$ cat src/rtl/sound_ram_arbiter_if.sv
// Sound RAM arbiter bus bundle: DOC fetch, GLU access and RAM port.
// slave = arbiter side, master = clients plus RAM side.
interface sound_ram_arbiter_if;
    logic        doc_req;
    logic [15:0] doc_addr;
    logic [7:0]  doc_data;
    logic        doc_ack;
    logic        glu_req;
    logic        glu_wr;
    logic [15:0] glu_addr;
    logic [7:0]  glu_wdata;
    logic [7:0]  glu_rdata;
    logic        glu_ack;
    logic        glu_wait;
    logic [15:0] ram_addr;
    logic        ram_we;
    logic [7:0]  ram_wdata;
    logic [7:0]  ram_rdata;

    modport slave (
        input  doc_req, doc_addr,
        input  glu_req, glu_wr, glu_addr, glu_wdata,
        input  ram_rdata,
        output doc_data, doc_ack,
        output glu_rdata, glu_ack, glu_wait,
        output ram_addr, ram_we, ram_wdata
    );

    modport master (
        output doc_req, doc_addr,
        output glu_req, glu_wr, glu_addr, glu_wdata,
        output ram_rdata,
        input  doc_data, doc_ack,
        input  glu_rdata, glu_ack, glu_wait,
        input  ram_addr, ram_we, ram_wdata
    );
endinterface

$ cat src/rtl/sound_ram_arbiter.sv
// Sound RAM arbiter: DOC-priority IDLE/ACC/CAP access sequencer.
// Optional GLU fairness guard enabled by SOUND_ARB_FAIRNESS_EN.
module sound_ram_arbiter #(
    parameter int unsigned STARVE_LIMIT = 8
) (
    input  logic                CLK_14M,
    input  logic                reset_n,
    input  logic                clk_7M_en,
    sound_ram_arbiter_if.slave  bus
);

    typedef enum logic [1:0] {
        IDLE = 2'd0,
        ACC  = 2'd1,
        CAP  = 2'd2
    } state_t;

    state_t      state_q, state_d;
    logic        gnt_glu_q, gnt_glu_d;
    logic        wr_q, wr_d;
    logic [15:0] ram_addr_q, ram_addr_d;
    logic [7:0]  ram_wdata_q, ram_wdata_d;
    logic [7:0]  doc_data_q, doc_data_d;
    logic [7:0]  glu_rdata_q, glu_rdata_d;

    logic slot;
    logic force_glu;
    logic take_glu;
    logic take_doc;

    assign slot     = (state_q == IDLE) && clk_7M_en;
    assign take_glu = slot && bus.glu_req && (!bus.doc_req || force_glu);
    assign take_doc = slot && bus.doc_req && !take_glu;

`ifdef SOUND_ARB_FAIRNESS_EN
    localparam int unsigned SW = $clog2(STARVE_LIMIT + 1);
    localparam logic [SW-1:0] LIMIT = SW'(STARVE_LIMIT);

    logic [SW-1:0] starve_q, starve_d;

    assign force_glu = bus.glu_req && (starve_q == LIMIT);

    always_comb begin
        starve_d = starve_q;
        if (take_glu) begin
            starve_d = '0;
        end else if (take_doc && bus.glu_req) begin
            starve_d = starve_q + SW'(1);
        end else if (state_q == IDLE && !bus.glu_req) begin
            starve_d = '0;
        end
    end

    always_ff @(posedge CLK_14M or negedge reset_n) begin
        if (!reset_n) begin
            starve_q <= '0;
        end else begin
            starve_q <= starve_d;
        end
    end
`else
    logic unused_limit;

    assign unused_limit = ^STARVE_LIMIT;
    assign force_glu    = 1'b0;
`endif

    always_ff @(posedge CLK_14M or negedge reset_n) begin
        if (!reset_n) begin
            state_q     <= IDLE;
            gnt_glu_q   <= 1'b0;
            wr_q        <= 1'b0;
            ram_addr_q  <= '0;
            ram_wdata_q <= '0;
            doc_data_q  <= '0;
            glu_rdata_q <= '0;
        end else begin
            state_q     <= state_d;
            gnt_glu_q   <= gnt_glu_d;
            wr_q        <= wr_d;
            ram_addr_q  <= ram_addr_d;
            ram_wdata_q <= ram_wdata_d;
            doc_data_q  <= doc_data_d;
            glu_rdata_q <= glu_rdata_d;
        end
    end

    always_comb begin
        state_d = state_q;
        unique case (state_q)
            IDLE:    if (take_glu || take_doc) state_d = ACC;
            ACC:     state_d = CAP;
            CAP:     state_d = IDLE;
            default: state_d = IDLE;
        endcase
    end

    // Grant latches the winner's request; CAP captures the read byte.
    always_comb begin
        gnt_glu_d   = gnt_glu_q;
        wr_d        = wr_q;
        ram_addr_d  = ram_addr_q;
        ram_wdata_d = ram_wdata_q;
        doc_data_d  = doc_data_q;
        glu_rdata_d = glu_rdata_q;
        if (take_glu) begin
            gnt_glu_d   = 1'b1;
            wr_d        = bus.glu_wr;
            ram_addr_d  = bus.glu_addr;
            ram_wdata_d = bus.glu_wdata;
        end else if (take_doc) begin
            gnt_glu_d  = 1'b0;
            wr_d       = 1'b0;
            ram_addr_d = bus.doc_addr;
        end
        if (state_q == CAP) begin
            if (!gnt_glu_q) begin
                doc_data_d = bus.ram_rdata;
            end else if (!wr_q) begin
                glu_rdata_d = bus.ram_rdata;
            end
        end
    end

    always_comb begin
        bus.ram_addr  = ram_addr_q;
        bus.ram_wdata = ram_wdata_q;
        bus.ram_we    = (state_q == ACC) && gnt_glu_q && wr_q;
        bus.doc_ack   = (state_q == CAP) && !gnt_glu_q;
        bus.glu_ack   = (state_q == CAP) && gnt_glu_q;
        bus.doc_data  = doc_data_q;
        bus.glu_rdata = glu_rdata_q;
        if (bus.doc_ack) begin
            bus.doc_data = bus.ram_rdata;
        end
        if (bus.glu_ack && !wr_q) begin
            bus.glu_rdata = bus.ram_rdata;
        end
        bus.glu_wait = reset_n && bus.glu_req &&
                       ((state_q == IDLE) || !gnt_glu_q);
    end

endmodule

$ cat src/flat_wrapper.sv
// flat-port wrapper written by rule: the top's interface ports become plain ports
module sound_ram_arbiter_flat 
#(
    parameter int unsigned STARVE_LIMIT = 8
)
  (CLK_14M, reset_n, clk_7M_en, bus_doc_req, bus_doc_addr, bus_glu_req, bus_glu_wr, bus_glu_addr, bus_glu_wdata, bus_ram_rdata, bus_doc_data, bus_doc_ack, bus_glu_rdata, bus_glu_ack, bus_glu_wait, bus_ram_addr, bus_ram_we, bus_ram_wdata);
  sound_ram_arbiter_if bus_i ();
  input  logic CLK_14M;
  input  logic reset_n;
  input  logic clk_7M_en;
  input wire logic [$bits(bus_i.doc_req)-1:0] bus_doc_req;
  input wire logic [$bits(bus_i.doc_addr)-1:0] bus_doc_addr;
  input wire logic [$bits(bus_i.glu_req)-1:0] bus_glu_req;
  input wire logic [$bits(bus_i.glu_wr)-1:0] bus_glu_wr;
  input wire logic [$bits(bus_i.glu_addr)-1:0] bus_glu_addr;
  input wire logic [$bits(bus_i.glu_wdata)-1:0] bus_glu_wdata;
  input wire logic [$bits(bus_i.ram_rdata)-1:0] bus_ram_rdata;
  output wire logic [$bits(bus_i.doc_data)-1:0] bus_doc_data;
  output wire logic [$bits(bus_i.doc_ack)-1:0] bus_doc_ack;
  output wire logic [$bits(bus_i.glu_rdata)-1:0] bus_glu_rdata;
  output wire logic [$bits(bus_i.glu_ack)-1:0] bus_glu_ack;
  output wire logic [$bits(bus_i.glu_wait)-1:0] bus_glu_wait;
  output wire logic [$bits(bus_i.ram_addr)-1:0] bus_ram_addr;
  output wire logic [$bits(bus_i.ram_we)-1:0] bus_ram_we;
  output wire logic [$bits(bus_i.ram_wdata)-1:0] bus_ram_wdata;
  assign bus_i.doc_req = bus_doc_req;
  assign bus_i.doc_addr = bus_doc_addr;
  assign bus_i.glu_req = bus_glu_req;
  assign bus_i.glu_wr = bus_glu_wr;
  assign bus_i.glu_addr = bus_glu_addr;
  assign bus_i.glu_wdata = bus_glu_wdata;
  assign bus_i.ram_rdata = bus_ram_rdata;
  assign bus_doc_data = bus_i.doc_data;
  assign bus_doc_ack = bus_i.doc_ack;
  assign bus_glu_rdata = bus_i.glu_rdata;
  assign bus_glu_ack = bus_i.glu_ack;
  assign bus_glu_wait = bus_i.glu_wait;
  assign bus_ram_addr = bus_i.ram_addr;
  assign bus_ram_we = bus_i.ram_we;
  assign bus_ram_wdata = bus_i.ram_wdata;
  sound_ram_arbiter #(.STARVE_LIMIT(STARVE_LIMIT)) u_core (.CLK_14M(CLK_14M), .reset_n(reset_n), .clk_7M_en(clk_7M_en), .bus(bus_i));
endmodule
$ cat config.mk
export PLATFORM = sky130hd
export DESIGN_NAME = sound_ram_arbiter_flat
export DESIGN_NICKNAME = d
export VERILOG_FILES = /design/src/rtl/sound_ram_arbiter_if.sv /design/src/rtl/sound_ram_arbiter.sv /design/src/flat_wrapper.sv
export SDC_FILE = /design/constraint.sdc
export NUM_CORES = 1
export LEC_CHECK = 0
export ABC_AREA = 1
export BUFFER_PORTS_ARGS = -buffer_cell sky130_fd_sc_hd__buf_2
export CAP_MARGIN = 15
export CORE_MARGIN = 2
export CORE_UTILIZATION = 25
export CTS_CLUSTER_SIZE = 24
export DETAILED_ROUTE_END_ITERATION = 7
export HOLD_SLACK_MARGIN = 0.15
export SLEW_MARGIN = 5
export SYNTH_ARGS = -nofsm -noshare
export SYNTH_HDL_FRONTEND = slang
export SYNTH_SLANG_ARGS = --single-unit
$ cat constraint.sdc
create_clock -name CLK_14M -period 1.7 [get_ports CLK_14M]
set_input_delay 0.17 -clock CLK_14M [delete_from_list [all_inputs] [get_ports CLK_14M]]
set_output_delay 0.17 -clock CLK_14M [all_outputs]
set_load 0.02 [all_outputs]
==> reports/qor.csv, run 1 <==
stage;metric;value;unit
sta;RSZ-0062 raised after global routing;true;
drt;number of routed nets with antenna violations;0;
placement;Cells after DPL;461;
logic_synthesis;Seq cells post-synth;44;
logic_synthesis;ys flop type;dfrtp_1;
logic_synthesis;post-synth net total;319;
drt;TritonRoute pass-1 iters;4;
drt;DRC viols;0;
clock_tree;clk root buf;clkbuf_8;
sta;slew at the pin with the worst max-slew slack;0.546;ns
clock_tree;cts bufs inserted;5;
global_routing;Tot GR Track Use;0.126;
placement;dpl hpwl;4100;um
status;status;complete, but fails checks;
logic_synthesis;synthesized cell area;2100;um^2
layout;nets;432;
floorplan;Die Ht;95.7;um
status;failing checks;setup timing;
global_routing;first-pass GRT wire length;9000;um
logic_synthesis;biggest area consumer among synthesized cells;dfrtp_1;
sta;setup TNS;-0.0333;ns
floorplan;die area;9150;um^2
worst_setup_path;WP data arrival;1.56;ns
floorplan;Core Region;8180;um^2
hold_path;hold crit path type;primary input to flop;
power;PwrDens;1240;nW/um^2
logic_synthesis;Seq/Total Area, Yosys;0.524;
worst_setup_path;Setup crit start kind;flop;
sta;Hold Slack;0.169;ns
clock_tree;maximum clock insertion buffer count;2;
clock_tree;Sink Count;44;
sta;fin crit period;1.73;ns
worst_setup_path;worst path cell trace;nor3_4 > nand2_2 > buf_12 > nand2_1 > o21ai_2 > buf_4;
worst_setup_path;flop-to-flop setup slack;0.15;ns
drt;Starting DRT DRC Count;83;
sta;Slew headroom;0.636;
job;max cap viols;0;
worst_setup_path;crit path max fanout;24;
floorplan;io pins;98;
clock_tree;# H-tree levels;2;
hold_path;Hold Path Origin;bus_doc_addr[0];
logic_synthesis;yosys warns;0;
sta;Hold Fails Final Rpt;0;
drt;Avg WL per Cell;12.0;um
power;Leakage Power;1.74;nW
sta;Slew Limit Fails;0;
sta;setup slack after layout;-0.0322;ns
clock_tree;Clock Latency Late Sink;0.29;ns
global_routing;number of global-route vias before repair;1914;
logic_synthesis;top-count cell post-synth;nand2_1;
sta;Setup-failing EPs final;3;
worst_setup_path;worst setup path start;u_core.state_q[0];
clock_tree;Reg clk slew, reported paths;0.08;ns
global_routing;global route total overflow;0;
placement;Buffers on Ports;97;
logic_synthesis;Async SR Flop Fraction;1.00;
logic_synthesis;top cells by area, synth;dfrtp_1, nand2_1, inv_1, o21ai_0, nand3_1;
sta;Peak Freq;577;MHz
global_routing;initial antenna violation count;0;
global_routing;largest net degree at the start of global routing;45;
logic_synthesis;Mapped Cells;265;
logic_synthesis;share of the synthesized area in the top cell type;0.524;
layout;fin util;0.368;
floorplan;Initial Util;0.257;
layout;Finished Layout Cells;483;
worst_setup_path;crit path buf inv count;2;
placement;RePlAce Congestion;0.692;
power;VDD IR max;0.756;mV
floorplan;# rows;33;
logic_synthesis;most frequent cells after synthesis;nand2_1, inv_1, dfrtp_1, o21ai_0, nand3_1;
worst_setup_path;Largest stage delay, worst path;0.46;ns
layout;Antenna diodes;0;
sta;clk_skew;0.00746;ns
layout;share of layout cells above drive strength 1;0.349;
drt;via count;2088;
worst_setup_path;crit end category;output pin;
drt;final wirelength;5790;um
drt;Via-to-Cell Ratio;4.32;
layout;area growth from synthesis to layout;43.1;%
worst_setup_path;Worst EP required;1.53;ns
worst_setup_path;Setup CP Type;flop to output pin;
floorplan;die width;95.7;um
worst_setup_path;Top delay family on crit path;flip-flops;
sta;Final period util;1.02;
logic_synthesis;number of flops mapped to enable cells by yosys;0;
logic_synthesis;Synth cell types;20;
worst_setup_path;reg2reg start;u_core.state_q[1];
clock_tree;CTS tree;built;
worst_setup_path;critical path's slowest cell;dfrtp_2;
logic_synthesis;Mapped Avg Cell Area;7.93;um^2
-- tightest hold or removal path: cells and delay by family --
kind | cells | cell delay (ns)
buffers and inverters | 2 | 0.10
AND/OR/NAND/NOR | 3 | 0.15
-- worst paths after layout --
kind	to	depth (start not counted)
min	u_core.bus.ram_addr[0]	5
max in group asynchronous	u_core.state_q[0]	3
min in group asynchronous	u_core.state_q[1]	3
max reg2reg	u_core.bus.ram_addr[13]	7
min reg2reg	u_core.bus.ram_addr[8]	2
max	bus_glu_rdata[6]	6
-- state kept, by name, summed over array words and instances (netlist names) --
| register | count |
|---|---|
| u_core.wr_q | 1 |
| u_core.glu_rdata_q | 8 |
| u_core.doc_data_q | 8 |
| u_core.bus.ram_wdata | 8 |
| u_core.bus.ram_addr | 16 |
| u_core.gnt_glu_q | 1 |
| u_core.state_q | 2 |
-- cells by family (layout without fill, tap and decap cells) --
kind of cell | after synthesis | after routing | share of synthesized area
AO/OA/AOI/OAI | 27 | 27 | 0.0667
AND/OR/NAND/NOR | 133 | 133 | 0.288
flip-flops | 44 | 44 | 0.524
buffers and inverters | 61 | 174 | 0.121
-- per-stage QoR --
step           total power, mW  instance area (um^2)  setup slack, ns
2_1_floorplan             2.42                  2100           -0.149
3_3_place_gp              2.95                  2720            0.198
3_5_place_dp              2.97                  2720            0.110
4_1_cts                   3.71                  2970          -0.0373
5_1_grt                   4.00                  3010           -0.111
6_report                  3.72                  3010          -0.0322
-- metal layers --
metal	vias to the layer above	global-route usage	routed length, um
met3	3	0.0395	446
li1	1050	-	-
met5	-	0	0
met4	0	0.0214	25
met1	964	0.162	2630
met2	71	0.213	2690
-- cell usage in the layout (no fill, tap or decap), types with 5 or more instances in the layout --
| master | n |
|---|---|
| buf_2 | 91 |
| buf_4 | 13 |
| clkbuf_8 | 5 |
| dfrtp_1 | 43 |
| dlygate4sd3_1 | 11 |
| inv_1 | 44 |
| nand2_1 | 76 |
| nand2_2 | 6 |
| nand3_1 | 25 |
| nand4_1 | 16 |
| o21ai_0 | 10 |
| o21ai_1 | 15 |
-- where the power goes --
| part | leakage, nW | internal, mW | total, mW | switching, mW |
|---|---|---|---|---|
| logic | 1.16 | 0.572 | 1.56 | 0.990 |
| registers | 0.542 | 1.38 | 1.52 | 0.138 |
| clock network | 0.0400 | 0.279 | 0.638 | 0.360 |
-- area by class of cell --
cell class                      count  area, um^2
Clock buffer                        5        68.8
Clock inverter                      2        12.5
Fill cell                         854        5170
Inverter                           48         180
Multi-Input combinational cell    160         776
Sequential cell                    44        1100
Tap cell                          105         131
Timing Repair Buffer              119         734
-- timing repair --
action,in CTS,in global routing
pin swaps,2,1
hold buffers,11,0
endpoints found under the setup margin,16,17
gates resized for setup,20,18
buffers inserted,5,0
endpoints found under the hold margin,54,0
(Power assumes the default switching activity.)
==> run 2, diff against run 1 <==
--- a/config.mk
+++ b/config.mk
@@ -8,7 +8,6 @@
 export ABC_AREA = 1
 export BUFFER_PORTS_ARGS = -buffer_cell sky130_fd_sc_hd__buf_2
 export CAP_MARGIN = 15
-export CORE_MARGIN = 2
 export CORE_UTILIZATION = 25
 export CTS_CLUSTER_SIZE = 24
 export DETAILED_ROUTE_END_ITERATION = 7
==> run 2 against run 1 <==
The flow finishes with violations (DRC, setup timing); clock skew increased by 0.00056 ns; total power increased by 9.9%; die area decreased by 4.1%; utilization increased by 2.6 points; sequential cell count did not move; sequential power hardly changed; worst setup slack improved by 0.015 ns; critical endpoint is now bus_glu_rdata[4]; largest cell class unchanged.
==> reports/qor.csv, run 2 (synthesis gave the netlist of run 1 again) <==
stage;metric;value;unit
status;status;complete, but fails checks;
status;failing checks;DRC, setup timing;
sta;Setup-failing EPs final;6;
layout;Antenna diodes;0;
sta;Slew headroom;0.628;
clock_tree;Clock Latency Late Sink;0.29;ns
floorplan;Die Ht;93.7;um
layout;Largest register FFs;16;
power;Leakage Power;1.82;nW
worst_setup_path;Worst path depth;7;
placement;pre-CTS WS;0.100;ns
clock_tree;Reg clk slew, reported paths;0.09;ns
sta;Slew Limit Fails;0;
worst_setup_path;crit path buf inv count;3;
sta;Final period util;1.01;
hold_path;hold crit path type;primary input to flop;
placement;dpl hpwl;4090;um
sta;Hold Fails Final Rpt;0;
sta;clk_skew;0.00801;ns
clock_tree;clk root buf;clkbuf_8;
floorplan;die width;93.7;um
floorplan;Initial Util;0.257;
worst_setup_path;critical path's slowest cell;dfrtp_1;
floorplan;# rows;33;
worst_setup_path;Setup crit start kind;flop;
power;VDD IR max;0.671;mV
placement;RePlAce Congestion;0.689;
drt;TritonRoute pass-1 iters;6;
layout;commonest non-fill, non-tap cells in the layout;buf_2, nand2_1, inv_1, dfrtp_1, nand3_1;
clock_tree;# H-tree levels;2;
worst_setup_path;Top delay family on crit path;simple AND/OR/NAND/NOR gates;
sta;fin crit period;1.72;ns
global_routing;number of global-route vias before repair;2033;
drt;Starting DRT DRC Count;70;
worst_setup_path;Setup CP Type;flop to output pin;
layout;nets;438;
drt;Avg WL per Cell;12.5;um
worst_setup_path;Largest stage delay, worst path;0.38;ns
drt;DRC viols;2;
placement;Cells after DPL;464;
layout;area growth from synthesis to layout;53.3;%
power;Gate power share;0.448;
drt;number of routed nets with antenna violations;0;
power;Flop pwr share;0.379;
worst_setup_path;R2R cell count;8;
worst_setup_path;crit path max fanout;6;
sta;RSZ-0062 raised after global routing;true;
drt;final wirelength;6130;um
drt;Via-to-Cell Ratio;4.25;
hold_path;worst hold path depth;5;
global_routing;initial antenna violation count;0;
global_routing;first-pass GRT wire length;9320;um
worst_setup_path;Worst EP required;1.53;ns
clock_tree;maximum clock insertion buffer count;2;
worst_setup_path;WP data arrival;1.55;ns
floorplan;die area;8770;um^2
layout;Finished Layout Cells;490;
global_routing;largest net degree at the start of global routing;45;
power;clock power share;0.173;
drt;via count;2084;
power;PwrDens;1270;nW/um^2
global_routing;Tot GR Track Use;0.135;
global_routing;global route total overflow;0;
worst_setup_path;worst path cell trace;inv_2 > nor3_4 > nand2_4 > clkbuf_16 > nand2_2 > o21ai_4 > buf_6;
placement;Buffers on Ports;97;
power;sw power;1.63;mW
layout;share of layout cells above drive strength 1;0.395;
clock_tree;cts bufs inserted;5;
layout;Fillers;849;
clock_tree;CTS tree;built;
floorplan;Core Region;8180;um^2
sta;Peak Freq;582;MHz
layout;most common cell after layout, fill and taps aside;buf_2;
power;Sw Share;0.399;
power;Internal Power;2.46;mW
job;max cap viols;0;
sta;slew at the pin with the worst max-slew slack;0.559;ns
floorplan;io pins;98;
clock_tree;Sink Count;44;
worst_setup_path;crit end category;output pin;
sta;setup slack after layout;-0.0173;ns
run 2: per-layer routing:
metal  track usage  up-vias  share of wire
li1              -     1074              -
met1         0.164      938           0.43
met2         0.238       70           0.50
met3        0.0388        2          0.069
met4        0.0269        0         0.0023
met5             0        -              0
run 2: per-stage QoR:
| stage | power [mW] | setup TNS, ns | hold WS (ns) | utilization | area, um^2 |
|---|---|---|---|---|---|
| 2_1_floorplan | 2.42 | -1.19 | -0.126 | - | 2100 |
| 3_3_place_gp | 2.94 | 0 | 0.327 | 0.333 | 2720 |
| 3_5_place_dp | 2.97 | 0 | 0.323 | 0.333 | 2720 |
| 4_1_cts | 3.73 | -0.0136 | 0.157 | 0.361 | 2950 |
| 5_1_grt | 4.36 | -1.48 | 0.177 | 0.394 | 3220 |
| 6_report | 4.09 | -0.0526 | 0.172 | 0.394 | 3220 |
run 2: what timing repair did:
| item | 4_1_cts | 5_1_grt |
|---|---|---|
| endpoints found under the hold margin | 54 | 0 |
| hold buffers | 11 | 0 |
| gates resized for setup | 7 | 63 |
| cloned | 0 | 3 |
| setup buffers | 2 | 2 |
| endpoints found under the setup margin | 16 | 16 |
| pin swaps | 1 | 3 |
run 2: path summary, 6_finish.rpt:
path	startpoint	endpoint	slack [ns]
setup / recovery	u_core.state_q[1]	bus_glu_rdata[4]	-0.02
hold / removal	bus_doc_addr[2]	u_core.bus.ram_addr[2]	0.17
setup reg to reg	u_core.state_q[0]	u_core.bus.ram_addr[8]	0.09
hold reg to reg	u_core.bus.ram_addr[13]	u_core.bus.ram_addr[13]	0.48
max in group asynchronous	reset_n	u_core.bus.ram_wdata[1]	0.80
min in group asynchronous	reset_n	u_core.glu_rdata_q[5]	0.51
run 2: power by group through the flow:
stage          logic (mW)  clock network, mW  registers, mW
4_1_cts              1.48              0.741           1.51
5_1_grt              2.00              0.788           1.58
3_3_place_gp         1.42                  0           1.52
2_1_floorplan       0.732                  0           1.69
6_report             1.83              0.706           1.55
3_5_place_dp         1.44                  0           1.53
run 2: cell type report:
type / count / area [um^2] / area share
timing repair buffer: 125 / 825 / 0.256
multi-input combinational: 160 / 886 / 0.275
inverter: 48 / 180 / 0.0559
tap: 105 / 131 / 0.0408
clock buffer: 6 / 82.6 / 0.0256
clock inverter: 2 / 15.0 / 0.00466
sequential: 44 / 1100 / 0.342
run 2: worst register-to-register path, stage by stage (launching register included):
cell and delay [ns]:
dfrtp_1 0.43, buf_4 0.15, buf_4 0.13, nor2_4 0.18, nand2_2 0.11, nor2_4 0.16
inv_2 0.17, nand2_1 0.11, nand2_1 0.06
==> run 3, diff against run 2 <==
--- a/config.mk
+++ b/config.mk
@@ -12,6 +12,7 @@
 export CTS_CLUSTER_SIZE = 24
 export DETAILED_ROUTE_END_ITERATION = 7
 export HOLD_SLACK_MARGIN = 0.15
+export REMOVE_ABC_BUFFERS = 1
 export SLEW_MARGIN = 5
 export SYNTH_ARGS = -nofsm -noshare
 export SYNTH_HDL_FRONTEND = slang
==> run 3 against run 2 <==
Worst hold slack about the same; critical path type unchanged; the run ends with setup timing left; die area unchanged; global-route usage down 0.15 points.
==> reports/qor.csv, run 3 (synthesis gave the netlist of run 1 again) <==
stage;metric;value;unit
layout;fin util;0.409;
worst_setup_path;Largest stage delay, worst path;0.38;ns
layout;Finished Cell Area;3340;um^2
worst_setup_path;Worst EP required;1.53;ns
placement;RePlAce Congestion;0.659;
global_routing;largest net degree at the start of global routing;45;
global_routing;initial antenna violation count;0;
sta;slew at the pin with the worst max-slew slack;0.574;ns
hold_path;worst hold path depth;5;
drt;number of routed nets with antenna violations;0;
power;clock power share;0.242;
sta;setup slack after layout;-0.0310;ns
clock_tree;CTS tree;built;
hold_path;hold crit path type;primary input to flop;
worst_setup_path;worst path cell trace;inv_2 > nor3_4 > nand2_4 > clkbuf_16 > o21ai_2 > buf_4;
layout;Antenna diodes;0;
placement;dpl hpwl;4040;um
layout;most common cell after layout, fill and taps aside;buf_2;
drt;final wirelength;6160;um
sta;Slew headroom;0.617;
worst_setup_path;crit path buf inv count;3;
worst_setup_path;crit end category;output pin;
floorplan;Initial Util;0.257;
floorplan;Die Ht;93.7;um
worst_setup_path;Worst path depth;6;
power;sw power;1.64;mW
global_routing;number of global-route vias before repair;1909;
worst_setup_path;reg2reg start;u_core.state_q[0];
sta;RSZ-0062 raised after global routing;true;
worst_setup_path;critical path's slowest cell;dfrtp_1;
floorplan;io pins;98;
clock_tree;maximum clock insertion buffer count;2;
global_routing;Tot GR Track Use;0.134;
drt;Starting DRT DRC Count;50;
clock_tree;clk root buf;clkbuf_8;
global_routing;global route total overflow;0;
drt;via count;2149;
worst_setup_path;crit path max fanout;6;
floorplan;# rows;33;
job;max cap viols;0;
worst_setup_path;WP data arrival;1.56;ns
floorplan;Core Region;8180;um^2
sta;Setup-failing EPs final;4;
power;PwrDens;1370;nW/um^2
floorplan;die area;8770;um^2
layout;commonest non-fill, non-tap cells in the layout;buf_2, nand2_1, inv_1, dfrtp_1, nand3_1;
clock_tree;cts bufs inserted;5;
placement;pre-CTS WS;0.208;ns
placement;Buffers on Ports;97;
worst_setup_path;worst setup path start;u_core.state_q[1];
sta;fin crit period;1.73;ns
floorplan;die width;93.7;um
sta;clk_skew;0.00617;ns
power;VDD IR max;0.492;mV
drt;Avg WL per Cell;12.5;um
clock_tree;Clock Latency Late Sink;0.29;ns
drt;DRC viols;0;
clock_tree;Sink Count;44;
sta;Peak Freq;578;MHz
power;Sw Share;0.359;
worst_setup_path;Setup crit start kind;flop;
power;Gate power share;0.416;
worst_setup_path;Top delay family on crit path;buffers and inverters;
worst_setup_path;Setup CP Type;flop to output pin;
status;failing checks;setup timing;
sta;Hold Slack;0.171;ns
hold_path;Hold Path Origin;bus_doc_addr[3];
layout;share of layout cells above drive strength 1;0.414;
layout;area growth from synthesis to layout;59.1;%
worst_setup_path;R2R cell count;8;
power;Flop pwr share;0.342;
clock_tree;# H-tree levels;2;
power;Internal Power;2.93;mW
power;Leakage Power;1.89;nW
placement;Post-DP Area;2730;um^2
layout;nets;442;
clock_tree;Reg clk slew, reported paths;0.09;ns
global_routing;first-pass GRT wire length;9060;um
status;status;complete, but fails checks;
sta;Hold Fails Final Rpt;0;
sta;Slew Limit Fails;0;
drt;TritonRoute pass-1 iters;4;
sta;Final period util;1.02;
drt;Via-to-Cell Ratio;4.35;
layout;Largest register FFs;16;
-- run 3: cell count changes in the layout (fill, tap and decap cells not counted), moves of 2 or more --
cell,previous run,this run
o21ai_2,6,13
clkinvlp_4,2,0
bufinv_16,0,3
buf_4,13,23
o21ai_1,5,0
buf_2,89,81
o21ai_4,5,3
-- run 3: final cells by class --
| cell class | count | area [um^2] |
|---|---|---|
| Sequential cell | 44 | 1100 |
| Clock buffer | 5 | 68.8 |
| Fill cell | 848 | 4830 |
| Tap cell | 105 | 131 |
| Clock inverter | 3 | 90.1 |
| Timing Repair Buffer | 129 | 881 |
| Inverter | 48 | 180 |
| Multi-Input combinational cell | 160 | 890 |
-- run 3: worst paths after layout --
| path | end | slack (ns) |
|---|---|---|
| worst max register to register | u_core.bus.ram_addr[4] | 0.16 |
| worst min register to register | u_core.bus.ram_wdata[5] | 0.48 |
| min in group asynchronous | u_core.bus.ram_wdata[0] | 0.53 |
| worst max-delay path | bus_glu_rdata[7] | -0.03 |
| worst min-delay path | u_core.bus.ram_addr[3] | 0.17 |
| max in group asynchronous | u_core.glu_rdata_q[2] | 0.78 |
-- run 3: per-layer routing --
layer  GRT usage  vias up  wire (um)
li1            -     1075          -
met4      0.0333        0        108
met2       0.232       79       3080
met3      0.0324        6        383
met1       0.166      989       2590
met5           0        -          0
-- run 3: per-stage QoR --
stage	TNS, ns	power, mW	std cells
after floorplan	-2.06	2.39	252
after global placement	0	2.95	465
after detailed placement	0	2.98	465
after CTS	0	4.15	486
after global routing	-0.612	4.85	494
final	-0.0607	4.57	494
-- run 3: timing repair --
action	4_1_cts	5_1_grt
buffers inserted	3	5
pin swaps	0	4
gates resized for setup	10	75
cloned	0	3
endpoints found under the hold margin	53	0
hold buffers	10	0
endpoints found under the setup margin	16	16
-- run 3: tightest hold or removal path: stages --
cell     delay, ns
buf_2         0.07
inv_1         0.03
nand2_1       0.05
nand3_1       0.06
nand2_1       0.05
-- run 3: power groups by stage --
stage	clock network (mW)	logic, mW	registers (mW)
4_1_cts	1.14	1.49	1.52
3_3_place_gp	0	1.42	1.53
6_report	1.10	1.90	1.56
2_1_floorplan	0	0.703	1.69
3_5_place_dp	0	1.44	1.54
5_1_grt	1.19	2.06	1.60
